$ cat src/rtl/fast_frame_sequencer.sv
// Frame sequencer for the FAST detector: streams one frame from a fixed-latency pixel
// memory, pads the detector pipeline with zeros, and buffers flagged keypoints in a FWFT FIFO.
`timescale 1ns/1ps
module fast_frame_sequencer #(
    parameter int WIDTH      = 640,
    parameter int HEIGHT     = 480,
    parameter int FIFO_DEPTH = 16,
    parameter int ADDR_W     = 19
) (
    input  logic              i_clk,
    input  logic              i_rst_n,
    input  logic              i_frame_req,
    output logic              o_busy,
    output logic              o_frame_done,
    output logic              o_mem_rd,
    output logic [ADDR_W-1:0] o_mem_addr,
    input  logic [7:0]        i_mem_data,
    input  logic              i_det_ready,
    output logic              o_det_start,
    output logic [7:0]        o_det_pixel,
    input  logic              i_det_flag,
    input  logic [9:0]        i_det_x,
    input  logic [9:0]        i_det_y,
    input  logic [7:0]        i_det_score,
    input  logic              i_det_end,
    output logic              o_kp_valid,
    input  logic              i_kp_ready,
    output logic [9:0]        o_kp_x,
    output logic [9:0]        o_kp_y,
    output logic [7:0]        o_kp_score,
    output logic [15:0]       o_kp_count,
    output logic              o_overflow,
    output logic [2:0]        o_dbg_state
);
    // One extra address bit so the read counter can reach WIDTH*HEIGHT itself.
    localparam int            CW       = ADDR_W + 1;
    localparam logic [CW-1:0] NPIX     = CW'(WIDTH * HEIGHT);
    localparam int            PW       = $clog2(FIFO_DEPTH);
    localparam logic [PW:0]   FULL_CNT = (PW + 1)'(FIFO_DEPTH);

    typedef enum logic [2:0] {
        S_IDLE, S_LOAD, S_STREAM, S_FLUSH, S_DRAIN, S_DONE
    } state_t;

    state_t         state_q, state_d;
    logic [CW-1:0]  addr_q, addr_d;
    logic [15:0]    kp_count_q, kp_count_d;
    logic           overflow_q, overflow_d;
    logic [PW-1:0]  wptr_q, rptr_q;
    logic [PW:0]    fill_q;
    logic [27:0]    fifo_mem [FIFO_DEPTH];
    logic [27:0]    head;
    logic           empty, full, capture, push, pop;

    // Keypoint output handshake: an entry transfers on any cycle where o_kp_valid and
    // i_kp_ready are both high; head fields are stable while o_kp_valid waits for ready.
    assign empty   = (fill_q == '0);
    assign full    = (fill_q == FULL_CNT);
    assign pop     = !empty && i_kp_ready;
    assign capture = i_det_flag &&
                     (state_q == S_STREAM || state_q == S_FLUSH || state_q == S_DRAIN);
    assign push    = capture && (!full || pop);

    always_comb begin
        state_d      = state_q;
        addr_d       = addr_q;
        kp_count_d   = kp_count_q;
        overflow_d   = overflow_q;
        o_busy       = 1'b1;
        o_frame_done = 1'b0;
        o_mem_rd     = 1'b0;
        o_mem_addr   = '0;
        o_det_start  = 1'b0;
        o_det_pixel  = '0;
        case (state_q)
            S_IDLE: begin
                o_busy = 1'b0;
                if (i_frame_req && i_det_ready) begin
                    o_mem_rd   = 1'b1;
                    addr_d     = CW'(1);
                    kp_count_d = '0;
                    overflow_d = 1'b0;
                    state_d    = S_LOAD;
                end
            end
            S_LOAD: begin
                o_det_start = 1'b1;
                o_det_pixel = i_mem_data;
                o_mem_rd    = 1'b1;
                o_mem_addr  = addr_q[ADDR_W-1:0];
                addr_d      = addr_q + CW'(1);
                state_d     = S_STREAM;
            end
            S_STREAM: begin
                o_det_pixel = i_mem_data;
                if (addr_q < NPIX) begin
                    o_mem_rd   = 1'b1;
                    o_mem_addr = addr_q[ADDR_W-1:0];
                    addr_d     = addr_q + CW'(1);
                end else begin
                    // This cycle carries the last pixel; no read left outstanding.
                    state_d = S_FLUSH;
                end
            end
            S_FLUSH: begin
                if (i_det_end) state_d = S_DRAIN;
            end
            S_DRAIN: state_d = S_DONE;
            S_DONE: begin
                if (empty) begin
                    o_frame_done = 1'b1;
                    o_busy       = 1'b0;
                    state_d      = S_IDLE;
                end
            end
            default: state_d = S_IDLE;
        endcase
        if (capture) begin
            if (push) begin
                if (kp_count_q != 16'hFFFF) kp_count_d = kp_count_q + 16'd1;
            end else begin
                overflow_d = 1'b1;
            end
        end
    end

    always_ff @(posedge i_clk or negedge i_rst_n) begin
        if (!i_rst_n) begin
            state_q    <= S_IDLE;
            addr_q     <= '0;
            kp_count_q <= '0;
            overflow_q <= 1'b0;
        end else begin
            state_q    <= state_d;
            addr_q     <= addr_d;
            kp_count_q <= kp_count_d;
            overflow_q <= overflow_d;
        end
    end

    always_ff @(posedge i_clk or negedge i_rst_n) begin
        if (!i_rst_n) begin
            wptr_q <= '0;
            rptr_q <= '0;
            fill_q <= '0;
        end else begin
            if (push) wptr_q <= wptr_q + 1'b1;
            if (pop)  rptr_q <= rptr_q + 1'b1;
            case ({push, pop})
                2'b10:   fill_q <= fill_q + 1'b1;
                2'b01:   fill_q <= fill_q - 1'b1;
                default: fill_q <= fill_q;
            endcase
        end
    end

    always_ff @(posedge i_clk) begin
        if (push) fifo_mem[wptr_q] <= {i_det_x, i_det_y, i_det_score};
    end

    // Head fields are forced to zero when empty so reset leaves every output at 0.
    assign head        = empty ? 28'd0 : fifo_mem[rptr_q];
    assign o_kp_valid  = !empty;
    assign o_kp_x      = head[27:18];
    assign o_kp_y      = head[17:8];
    assign o_kp_score  = head[7:0];
    assign o_kp_count  = kp_count_q;
    assign o_overflow  = overflow_q;
    assign o_dbg_state = state_q;

endmodule

$ cat config.mk
export PLATFORM = sky130hd
export DESIGN_NAME = fast_frame_sequencer
export DESIGN_NICKNAME = d
export VERILOG_FILES = /design/src/rtl/fast_frame_sequencer.sv
export SDC_FILE = /design/constraint.sdc
export NUM_CORES = 1
export LEC_CHECK = 0
export CAP_MARGIN = 10
export CORE_ASPECT_RATIO = 0.5
export CORE_UTILIZATION = 30
export DETAILED_ROUTE_END_ITERATION = 7
export GPL_ROUTABILITY_DRIVEN = 0
export PLACE_DENSITY = 0.44
export SETUP_SLACK_MARGIN = 0.2
export SLEW_MARGIN = 10
export SYNTH_ARGS = -nofsm -noshare
export SYNTH_HDL_FRONTEND = slang
export SYNTH_SLANG_ARGS = --single-unit
$ cat constraint.sdc
create_clock -name i_clk -period 3.7 [get_ports i_clk]
set_input_delay 0.74 -clock i_clk [delete_from_list [all_inputs] [get_ports i_clk]]
set_output_delay 0.74 -clock i_clk [all_outputs]
set_load 0.01 [all_outputs]
==> results of run 1 <==
-- through the flow --
| stage | total power, mW | setup slack, ps | utilization (%) | std cells | hold WS, ps |
|---|---|---|---|---|---|
| finish | 18.9 | 206 | 38.0 | 2164 | 233 |
| global route | 19.8 | 49.3 | 38.0 | 2164 | 264 |
| CTS | 19.0 | 66.1 | 37.7 | 2158 | 242 |
| detailed placement | 13.5 | 530 | 34.9 | 2054 | 508 |
| global placement | 13.5 | 512 | 34.9 | 2054 | 497 |
| floorplan | 10.9 | 1110 | - | 1059 | 444 |
-- report_power, final --
| group | switching [mW] | internal, mW |
|---|---|---|
| Sequential | 0.371 | 6.67 |
| Combinational | 3.52 | 3.50 |
| Clock | 2.16 | 2.64 |
| Total | 6.06 | 12.8 |
-- registers in the layout, summed over array words and instances, names as in the netlist --
name         count
fifo_mem       448
addr_q          20
o_kp_count      16
fill_q           5
rptr_q           4
wptr_q           4
o_dbg_state      3
o_overflow       1
-- worst register-to-register path: cells and delay by family, from the launching register on --
kind,cells,cell delay [ps]
mux,1,250
buf+inv,2,380
xor+xnor,1,150
simple gates,2,530
compound gates,3,750
fa+ha+maj,1,290
flops,1,370
-- how the worst max path moves through the flow --
| stage | cells after the start | slack [ps] | endpoint | from |
|---|---|---|---|---|
| finish | 6 | 210 | o_kp_y[3] | rptr_q[0] |
| global route | 6 | 50 | o_kp_y[3] | rptr_q[0] |
| CTS | 6 | 70 | o_kp_y[3] | rptr_q[0] |
| detailed placement | 5 | 530 | o_kp_y[0] | rptr_q[0] |
| global placement | 5 | 510 | o_kp_y[0] | rptr_q[0] |
| floorplan | 6 | 1110 | fifo_mem[0][0] | o_dbg_state[1] |
-- cells by family (layout without fill, tap and decap cells) --
group | after synthesis | in the layout | synth area share (%)
AO/OA/AOI/OAI | 101 | 101 | 3.12
buffers and inverters | 68 | 289 | 1.46
XOR/XNOR | 11 | 11 | 0.476
multiplexers | 182 | 182 | 16.0
flip-flops | 501 | 501 | 73.1
adder cells (fa/ha/maj) | 11 | 11 | 0.718
AND/OR/NAND/NOR | 185 | 185 | 5.15
-- layout make-up --
class	count	area share [%]
Sequential cell	501	59.1
Multi-Input combinational cell	490	21.2
Timing Repair Buffer	191	9.05
Clock buffer	57	5.02
Tap cell	884	4.42
Clock inverter	28	0.951
Inverter	13	0.215
-- layer usage --
metal / GRT usage (%) / vias up / wire length (um)
met1: 22.7 / 5740 / 25500
li1: - / 4710 / -
met4: 3.25 / 0 / 821
met3: 3.01 / 65 / 2670
met5: 0 / - / 0
met2: 23.6 / 237 / 23800
-- timing repair --
action | CTS | global route
resized for setup | 58 | 22
cloned | 4 | 2
setup buffers | 15 | 4
endpoints found under the setup margin | 42 | 25
pin swaps | 3 | 3
-- layout by cell type (no fill, tap or decap), types with 10 or more instances in the layout --
| cell type | n |
|---|---|
| sky130_fd_sc_hd__a21oi_1 | 14 |
| sky130_fd_sc_hd__a31oi_1 | 15 |
| sky130_fd_sc_hd__and2_1 | 28 |
| sky130_fd_sc_hd__buf_12 | 28 |
| sky130_fd_sc_hd__buf_4 | 26 |
| sky130_fd_sc_hd__clkbuf_16 | 51 |
| sky130_fd_sc_hd__clkdlybuf4s50_1 | 95 |
| sky130_fd_sc_hd__clkinv_1 | 12 |
| sky130_fd_sc_hd__dfrtp_1 | 50 |
| sky130_fd_sc_hd__dlygate4sd2_1 | 17 |
| sky130_fd_sc_hd__edfxtp_1 | 448 |
| sky130_fd_sc_hd__ha_1 | 10 |
| sky130_fd_sc_hd__inv_1 | 12 |
| sky130_fd_sc_hd__mux2i_1 | 54 |
| sky130_fd_sc_hd__mux2i_2 | 11 |
| sky130_fd_sc_hd__mux4_2 | 112 |
| sky130_fd_sc_hd__nand2_1 | 40 |
| sky130_fd_sc_hd__nand3_1 | 21 |
| sky130_fd_sc_hd__nand4_1 | 17 |
| sky130_fd_sc_hd__nor2_1 | 20 |
| sky130_fd_sc_hd__o21ai_0 | 19 |
| sky130_fd_sc_hd__o22ai_1 | 27 |
==> impl_metrics.env, run 1 <==
export IMPL_synth_top_cells_by_area="sky130_fd_sc_hd__edfxtp_1 67%, sky130_fd_sc_hd__mux4_2 12%, sky130_fd_sc_hd__dfrtp_1 6.6%"
export IMPL_synthMostInstantiatedCell="sky130_fd_sc_hd__edfxtp_1"
export IMPL_timing_critical_path_max_delay_family="buffers and inverters"
export IMPL_cts_hold_buffers_added=0
export IMPL_cts_made_buffers=49
export IMPL_outcome="finished with violations"
export IMPL_fin_worst_skew_ps=21.6
export IMPL_clkLatencyLatePin_ps=590
export IMPL_grt_pass1_wl_um=76600
export IMPL_slew_viol_final=0
export IMPL_start_util_pct=30.7
export IMPL_timing_critical_path_from_type="flop"
export IMPL_grt_setup_unrepaired="true"
export IMPL_cpMaxStageDelayCell="sky130_fd_sc_hd__mux4_2"
export IMPL_power_density_cell_area_nw_per_um2=755
export IMPL_chipHeight_um=186
export IMPL_share_of_the_clock_period_used_by_the_worst_path_after_layout_pct=94.4
export IMPL_detailroute_via_count=10800
export IMPL_reg2reg_setup_slack_ps=900
export IMPL_clockRootBuffer="sky130_fd_sc_hd__clkbuf_16"
export IMPL_hp_class="input pin to async pin"
export IMPL_crit_path_cell_trace="buf_12 > buf_16 > mux4_2 > mux2i_2 > o22ai_1 > clkdlybuf4s50_1"
export IMPL_die_width_um=369
export IMPL_first_pass_iters=6
export IMPL_postLayoutCellArea_um2=25000
export IMPL_totalNegativeSetupSlack_ps=0
export IMPL_most_area_hungry_cell_type_in_the_yosys_netlist="sky130_fd_sc_hd__edfxtp_1"
export IMPL_final_nets=1300
export IMPL_number_of_nets_in_the_synthesized_netlist=1113
export IMPL_power_ir_vdd_worst_v=0.000331
export IMPL_cp_buffers_inverters=3
export IMPL_synth_seq_area_share_pct=73.1
export IMPL_synth_async_sr_flop_share_pct=10.6
export IMPL_maxSlewHeadroom_pct=46.3
export IMPL_drtAntennaViolNets=0
export IMPL_floorplan_die_area_um2=68500
export IMPL_cp_arrival_ps=2750
export IMPL_detail_route_wl_per_cell_um=24.4
export IMPL_cap_violations=0
export IMPL_vias_per_cell=4.97
export IMPL_synth_top_cells_by_count="448 x sky130_fd_sc_hd__edfxtp_1, 112 x sky130_fd_sc_hd__mux4_2, 68 x sky130_fd_sc_hd__mux2i_1"
export IMPL_post_place_instance_area_um2=23000
export IMPL_ctsLongestPathBuffers=3
export IMPL_reg2reg_from="o_dbg_state[2]"
export IMPL_library_cells_used_by_synthesis=60
export IMPL_fill_cells=5986
export IMPL_floorplan_io_pins=123
export IMPL_crit_path_end_kind="output port"
export IMPL_n_antenna_cell=0
export IMPL_drt_iter0_markers=847
export IMPL_synth_flop_cell="sky130_fd_sc_hd__edfxtp_1"
export IMPL_worstPathMaxFanout=12
export IMPL_synthesis_instances=1059
export IMPL_seqCellArea_um2=14800
export IMPL_drive_above_1_share_pct=24.0
export IMPL_timing_rr_end="fill_q[4]"
export IMPL_setup_viol=0
export IMPL_num_rows=66
export IMPL_max_clock_freq_mhz=286
export IMPL_synth_top_area_share_pct=66.5
export IMPL_grt_max_degree=39
export IMPL_post_synthesis_instance_area_um2=20200
export IMPL_synth_warnings=0
export IMPL_worstSetupPathType="flop to output port"
export IMPL_detail_route_wirelength_um=52800
export IMPL_area_occupied_by_multi_input_gates_um2=5300
export IMPL_core_box_area_um2=65800
export IMPL_path_clk_slew_ps=70
export IMPL_violations="design-rule violations"
export IMPL_globalRouteTotalUtil_pct=15.4
export IMPL_global_route_overflow_total=0
export IMPL_grt_pass1_vias=11300
export IMPL_final_min_clock_period_ps=3490
export IMPL_dpl_hpwl_um=27200
export IMPL_worstPathRequired_ps=2960
export IMPL_htreeDepth=2
export IMPL_number_of_enable_type_register_cells_in_the_synthesized_netlist=448
export IMPL_synth_seq_cells=501
export IMPL_avgSynthCellArea_um2=19.1
export IMPL_timing_reg2reg_worst_path_depth=10
export IMPL_static_leakage_power_nw=8.38
export IMPL_areaGrowthSynthToFinish_pct=23.7
export IMPL_worst_slew_pin_slew_ps=805
export IMPL_hold_violations=0
export IMPL_drt_drc_violations_left=2
export IMPL_tritoncts_clock_tree="done"
export IMPL_max_stage_delay_ps=510
export IMPL_antenna_violations_before_repair=0
export IMPL_cts_num_sinks=501
export IMPL_io_port_bufs=122
Power figures use the tool's default switching activity.
==> inputs of run 2 (changes only) <==
CAP_MARGIN = 30   (was 10)
CORE_MARGIN = 5   (was not set)
==> run 2 against run 1 <==
Net effect: the flow now finishes without violations; combinational power is 3% lower; wire length is 1.6% lower; count of clock-buffer cells in the layout stayed put; sequential power hardly changed; hold slack worse by 12 ps; critical path type unchanged; critical endpoint is now o_kp_x[8].
==> impl_metrics.env, run 2 (synthesized netlist as in run 1, its figures left out) <==
export IMPL_seq_power_share_pct=37.6
export IMPL_die_width_um=377
export IMPL_totalNegativeSetupSlack_ps=0
export IMPL_cpMaxStageDelayCell="sky130_fd_sc_hd__mux4_2"
export IMPL_maxSlewHeadroom_pct=50.7
export IMPL_layout_commonest_cell="sky130_fd_sc_hd__edfxtp_1"
export IMPL_vias_per_cell=4.97
export IMPL_path_clk_slew_ps=70
export IMPL_grt_pass1_vias=11400
export IMPL_worstSetupPathType="flop to output port"
export IMPL_power_ir_vdd_worst_v=0.000414
export IMPL_num_rows=67
export IMPL_share_of_the_clock_period_used_by_the_worst_path_after_layout_pct=94.7
export IMPL_cp_arrival_ps=2760
export IMPL_final_nets=1295
export IMPL_grt_pass1_wl_um=76700
export IMPL_grt_max_degree=50
export IMPL_fin_worst_skew_ps=17.4
export IMPL_crit_path_cell_trace="buf_12 > buf_4 > mux4_2 > mux2i_1 > o22ai_1 > clkdlybuf4s50_1"
export IMPL_max_stage_delay_ps=520
export IMPL_hold_violations=0
export IMPL_cts_num_sinks=501
export IMPL_worst_hold_slack_ps=221
export IMPL_p_clk_share_pct=26.0
export IMPL_clockRootBuffer="sky130_fd_sc_hd__clkbuf_16"
export IMPL_antenna_violations_before_repair=0
export IMPL_power_switching_fraction_pct=31.6
export IMPL_drive_above_1_share_pct=23.7
export IMPL_start_util_pct=30.2
export IMPL_detailroute_via_count=10800
export IMPL_detail_route_wl_per_cell_um=23.9
export IMPL_pwr_share_comb_pct=36.4
export IMPL_drtAntennaViolNets=0
export IMPL_grt_setup_unrepaired="true"
export IMPL_registers_top_by_ff_count="fifo_mem"
export IMPL_static_leakage_power_nw=8.43
export IMPL_first_pass_iters=5
export IMPL_drt_drc_violations_left=0
export IMPL_worstPathRequired_ps=2960
export IMPL_detailedPlace_worstSlack_ps=476
export IMPL_dpl_hpwl_um=27000
export IMPL_detail_route_wirelength_um=51900
export IMPL_ctsLongestPathBuffers=3
export IMPL_io_port_bufs=122
export IMPL_power_net_switching_mw=5.94
export IMPL_global_route_overflow_total=0
export IMPL_worstPathMaxFanout=8
export IMPL_cap_violations=0
export IMPL_layout_cells_non_filler=2177
export IMPL_areaGrowthSynthToFinish_pct=23.6
export IMPL_final_min_clock_period_ps=3500
export IMPL_hp_class="input pin to async pin"
export IMPL_area_occupied_by_multi_input_gates_um2=5310
export IMPL_slew_viol_final=0
export IMPL_n_antenna_cell=0
export IMPL_drt_iter0_markers=708
export IMPL_seqCellArea_um2=14800
export IMPL_crit_path_end_kind="output port"
export IMPL_final_core_utilization_pct=37.4
export IMPL_layout_cells_most_common_list="448 x sky130_fd_sc_hd__edfxtp_1, 112 x sky130_fd_sc_hd__mux4_2, 94 x sky130_fd_sc_hd__clkdlybuf4s50_1, 54 x sky130_fd_sc_hd__mux2i_1"
export IMPL_clkLatencyLatePin_ps=590
export IMPL_floorplan_die_area_um2=73000
export IMPL_globalRouteTotalUtil_pct=14.1
export IMPL_floorplan_io_pins=123
export IMPL_tritoncts_clock_tree="done"
export IMPL_outcome="completed"
export IMPL_htreeDepth=2
export IMPL_power_density_cell_area_nw_per_um2=751
export IMPL_fill_cells=6196
export IMPL_worst_slew_pin_slew_ps=739
export IMPL_largest_reg_flops=448
export IMPL_timing_critical_path_from_type="flop"
export IMPL_dpl_cell_count=2062
export IMPL_core_box_area_um2=66900
export IMPL_cell_internal_pwr_mw=12.8
export IMPL_cts_made_buffers=48
export IMPL_setup_viol=0
export IMPL_finalWorstSetupSlack_ps=196
export IMPL_max_clock_freq_mhz=285
export IMPL_chipHeight_um=194
-- run 2: cell types whose count changed in the layout (fill, tap and decap cells not counted), moves of 2 or more --
cell                             before  now
sky130_fd_sc_hd__dlymetal6s2s_1       7   14
sky130_fd_sc_hd__buf_4               26   31
sky130_fd_sc_hd__dlygate4sd2_1       17   12
sky130_fd_sc_hd__clkinv_1            12   15
sky130_fd_sc_hd__mux2i_4              3    6
sky130_fd_sc_hd__bufbuf_16            0    2
sky130_fd_sc_hd__mux2i_2             11    8
sky130_fd_sc_hd__clkbuf_16           51   49
sky130_fd_sc_hd__and2_2               4    6
sky130_fd_sc_hd__buf_12              28   21
sky130_fd_sc_hd__buf_6                5    3
sky130_fd_sc_hd__and2_1              28   26
-- run 2: final timing paths --
path,from,end,slack [ps],cells after the start
min in group i_clk,o_overflow,o_overflow,520,2
worst max-delay path,rptr_q[0],o_kp_x[8],200,6
worst max register to register,fill_q[2],fill_q[4],950,10
worst min-delay path,i_rst_n,addr_q[0],220,1
max in group asynchronous,i_rst_n,o_kp_count[10],2750,2
worst min register to register,o_overflow,o_overflow,520,2
-- run 2: layout make-up --
cell class	count	share of cell area [%]
timing repair buffer	187	8.78
inverter	13	0.195
clock buffer	57	5.02
sequential	501	59.2
tap	897	4.49
multi-input combinational	490	21.2
clock inverter	32	1.11
-- run 2: critical path, delay by kind of cell, from the launching register on --
kind,cells,cell delay (ps)
AO/OA/AOI/OAI,1,130
buffers and inverters,3,840
flip-flops,1,420
multiplexers,2,790
-- run 2: routing by layer --
metal  share of wire (%)  wire [um]  vias to the layer above  track usage, %
li1                    -          -                     4713               -
met5                   0          0                        -               0
met2                  46      23700                      250            21.8
met4                 1.5        763                        0            2.45
met1                  48      24800                     5805            21.0
met3                 5.0       2600                       60            2.90
-- run 2: power groups by stage --
stage / sequential (mW) / clock [mW] / combinational (mW)
finish: 7.05 / 4.88 / 6.84
global route: 7.11 / 5.29 / 7.38
CTS: 7.05 / 5.03 / 6.89
detailed placement: 7.20 / 0 / 6.30
global placement: 7.17 / 0 / 6.28
floorplan: 6.97 / 0 / 3.92
-- run 2: per-stage QoR --
step | power [mW] | cell area, um^2
6_report | 18.8 | 25000
3_5_place_dp | 13.5 | 22900
3_3_place_gp | 13.5 | 22900
5_1_grt | 19.8 | 25000
2_1_floorplan | 10.9 | 20200
4_1_cts | 19.0 | 24800
-- run 2: timing repair --
action,CTS,global route
gates resized for setup,41,31
buffers inserted,9,12
pin swaps,1,3
setup endpoints to repair,50,39
cloned,5,0
hold buffers,0,0
==> patch 1 (flow settings as in run 2) <==
Set the parameter `WIDTH` to 512 (it was 640).
--- a/src/rtl/fast_frame_sequencer.sv
+++ b/src/rtl/fast_frame_sequencer.sv
@@ -4,3 +4,3 @@
 module fast_frame_sequencer #(
-    parameter int WIDTH      = 640,
+    parameter int WIDTH      = 512,
     parameter int HEIGHT     = 480,
Function: same outputs for any inputs over 4 cycles, from zero or initial values and one cycle with i_rst_n low; that may be too few to reach the edited logic, so the function may still have changed.
==> patch 1 against run 2 <==
- sequential cell count unchanged
- maximum frequency grew 2.1%
- combinational power down 5.8%
- critical path depth up 2
- hold slack worse by 0.13 ns
- clock skew grew 0.0090 ns
- area after synthesis decreased by 0.40%
- first-iteration DRC count rose by 3.0%
- design area is 0.50% lower
- wire length increased by 1.4%
- setup slack improved by 0.071 ns
- sequential share of layout area is 0.30 points higher
- total power rose by 0.37%
- core utilization is 0.092 points lower
==> patch 1: results (changes against run 2) <==
metric	value	unit	change
p_leak	8.23	nW	-2.3%
critical-path-top-delay-family	simple AND/OR/NAND/NOR gates		
syn_nets	1093		-1.8%
n_fill_cell	6163		-0.53%
vias	10500		-2.7%
grt_pass1_wl	76.7	mm	about the same
vias_per_cell	4.89		-1.6%
synthTopCellsByCount	edfxtp_1 (448), mux4_2 (112), mux2i_1 (62)		
critical_path.startpoint	fill_q[1]$_DFFE_PN0P_		
layout.nets	1269		-2.0%
peakVddDrop	0.000356	V	-14%
slew-limit-headroom	58.1	%	+7.3 points
crit_end	o_kp_y[8]		
use_met1	20.8	%	-0.24 points
run_status	finished clean		
path_max_fanout	9		+1
wl_met1	24.9	mm	+0.29%
skew	0.0264	ns	+0.00901 ns
dp_hpwl	28.0	mm	+4.0%
worst_slack	0.267	ns	+0.0708 ns
post-place-cells	2044		-0.87%
place_area	0.0229	mm²	-0.22%
met2_usage	22.3	%	+0.57 points
wl_met3	2.62	mm	+1.0%
rrSetupSlack	0.66	ns	-0.29 ns
grt_max_degree	36		-28%
dr_wl_met2	24.4	mm	+2.6%
cts-buffers-inserted	49		+2.1%
cp.arrival	2.69	ns	-0.07 ns
avgSynthCellArea	19.4	µm²	+1.5%
wire_per_inst	24.5	µm	+2.6%
slowest_stage	or4_4		
cp_slowest_stage_delay	0.56	ns	+0.04 ns
yosysUniqueCellTypes	59		-1.7%
synth_area_leaders	edfxtp_1 (67%), mux4_2 (13%), dfrtp_1 (6.6%)		
layout-drive-gt1-share	22.8	%	-0.88 points
-- patch 1: layout make-up --
type / instances / area (µm²) / share of cell area (%)
clock inverter: 33 / 407 / 1.63
multi-input combinational: 473 / 5090 / 20.5
clock buffer: 58 / 1260 / 5.06
sequential: 501 / 14800 / 59.5
tap: 897 / 1120 / 4.51
timing repair buffer: 180 / 2160 / 8.70
inverter: 10 / 37.5 / 0.151
-- patch 1: repair_timing --
action | 4_1_cts | 5_1_grt
setup endpoints to repair | 45 | 28
buffers inserted | 7 | 4
gates resized for setup | 35 | 9
cloned | 5 | 1
pin swaps | 0 | 0
-- patch 1: cells by family after synthesis --
kind of cell | share of synthesized area (%)
mux | 15.7
flops | 73.4
xor+xnor | 1.22
buf+inv | 1.53
simple gates | 4.84
fa+ha+maj | 0.683
compound gates | 2.62
-- patch 1: power by group --
part / internal (mW) / switching, mW
logic: 3.20 / 3.24
clock network: 3.02 / 2.20
registers: 6.71 / 0.478
total: 12.9 / 5.92
==> patch 2 (config.mk and constraints of run 2) <==
Made on the original files. Take the reset off `addr_q` and load it in a clocked block of its own.
--- a/src/rtl/fast_frame_sequencer.sv
+++ b/src/rtl/fast_frame_sequencer.sv
@@ -129,3 +129,2 @@
             state_q    <= S_IDLE;
-            addr_q     <= '0;
             kp_count_q <= '0;
@@ -134,3 +133,2 @@
             state_q    <= state_d;
-            addr_q     <= addr_d;
             kp_count_q <= kp_count_d;
@@ -138,2 +136,6 @@
         end
+    end
+
+    always_ff @(posedge i_clk) begin
+        addr_q <= addr_d;
     end
Behaviour: no difference found for any inputs over 4 cycles, from zero or initial values and one cycle with i_rst_n low; that may be too few to reach the edited logic, so the function may still have changed.
==> patch 2 against run 2 <==
- synthesized cell count decreased by 3.5%
- sequential cell count unchanged
- wire length fell by 1.5%
- setup slack got worse by 0.025 ns
- area after synthesis down 0.54%
- total power rose by 2.6%
- design area is 0.41% higher
- combinational power increased by 5.1%
- global-route usage down 0.24 points
- non-clock buffer count rose by 13
- register-to-register slack worse by 0.04 ns
- hold slack improved by 0.26 ns
- highest routed layer unchanged
==> patch 2: results (changes against run 2) <==
metric	value	unit	change
run_status	finished clean		
grt_pass1_vias	11000		-3.4%
synth_edf_count	468		+4.5%
skew	0.00864	ns	-0.00875 ns
layout.nets	1274		-1.6%
r2r_cells	7		-3
clkCellAreaFrac	5.92	%	-0.21 points
grt_max_degree	35		-30%
nonClkBufAreaFrac	9.44	%	+0.66 points
met2_usage	22.9	%	+1.2 points
clkbuf_count	60		+5.3%
seq_area_share	59.3	%	+0.16 points
multi_input_area_share	20.7	%	-0.52 points
yosysSeqAreaShare	74.0	%	+0.90 points
wl_met1	23.6	mm	-5.0%
wire_per_inst	23.7	µm	-0.44%
use_met3	2.89	%	-0.012 points
synth_compound_area_share	2.04	%	-1.1 points
n_fill_cell	6155		-0.66%
r2r-start	o_dbg_state[0]$_DFFE_PN0P_		
synth_area_leaders	edfxtp_1 (70%), mux4_2 (13%), dfrtp_1 (4.1%)		
place_area	0.0229	mm²	-0.11%
cp.arrival	2.79	ns	+0.03 ns
multiInputGateArea	0.00520	mm²	-2.1%
critical-path-top-delay-family	simple AND/OR/NAND/NOR gates		
grt_pass1_wl	74.7	mm	-2.6%
synthTopCellsByCount	edfxtp_1 (468), mux4_2 (112), mux2i_1 (68)		
drt_iter0_drc	803		+13%
worst_pin_slew	0.726	ns	-0.0136 ns
wl_met3	2.45	mm	-5.8%
p_leak	8.42	nW	-0.10%
synth_xor_xnor_area_share	1.26	%	+0.79 points
dp_hpwl	29.3	mm	+8.8%
peakVddDrop	0.000341	V	-18%
==> patch 2: cell count changes after synthesis, moves of 5 or more <==
cell | before | now
a21oi_1 | 15 | 6
a31oi_1 | 15 | 3
buf_2 | 25 | 18
dfrtp_1 | 53 | 33
edfxtp_1 | 448 | 468
nor2_1 | 21 | 30
o21ai_0 | 20 | 5
xnor2_1 | 9 | 14
xor2_1 | 2 | 15
==> patch 2: power breakdown <==
| part | total [mW] | leakage, nW | switching [mW] | internal [mW] |
|---|---|---|---|---|
| Clock | 4.77 | 0.722 | 2.16 | 2.60 |
| Combinational | 7.19 | 3.05 | 3.54 | 3.65 |
| Sequential | 7.30 | 4.65 | 0.451 | 6.85 |
==> patch 2: timing repair <==
| item | CTS | global route |
|---|---|---|
| cloned | 6 | 2 |
| setup buffers | 13 | 10 |
| resized for setup | 79 | 19 |
| pin swaps | 2 | 1 |
| hold endpoints to repair | 0 | 1 |
| hold buffers | 0 | 1 |
| endpoints found under the setup margin | 48 | 26 |
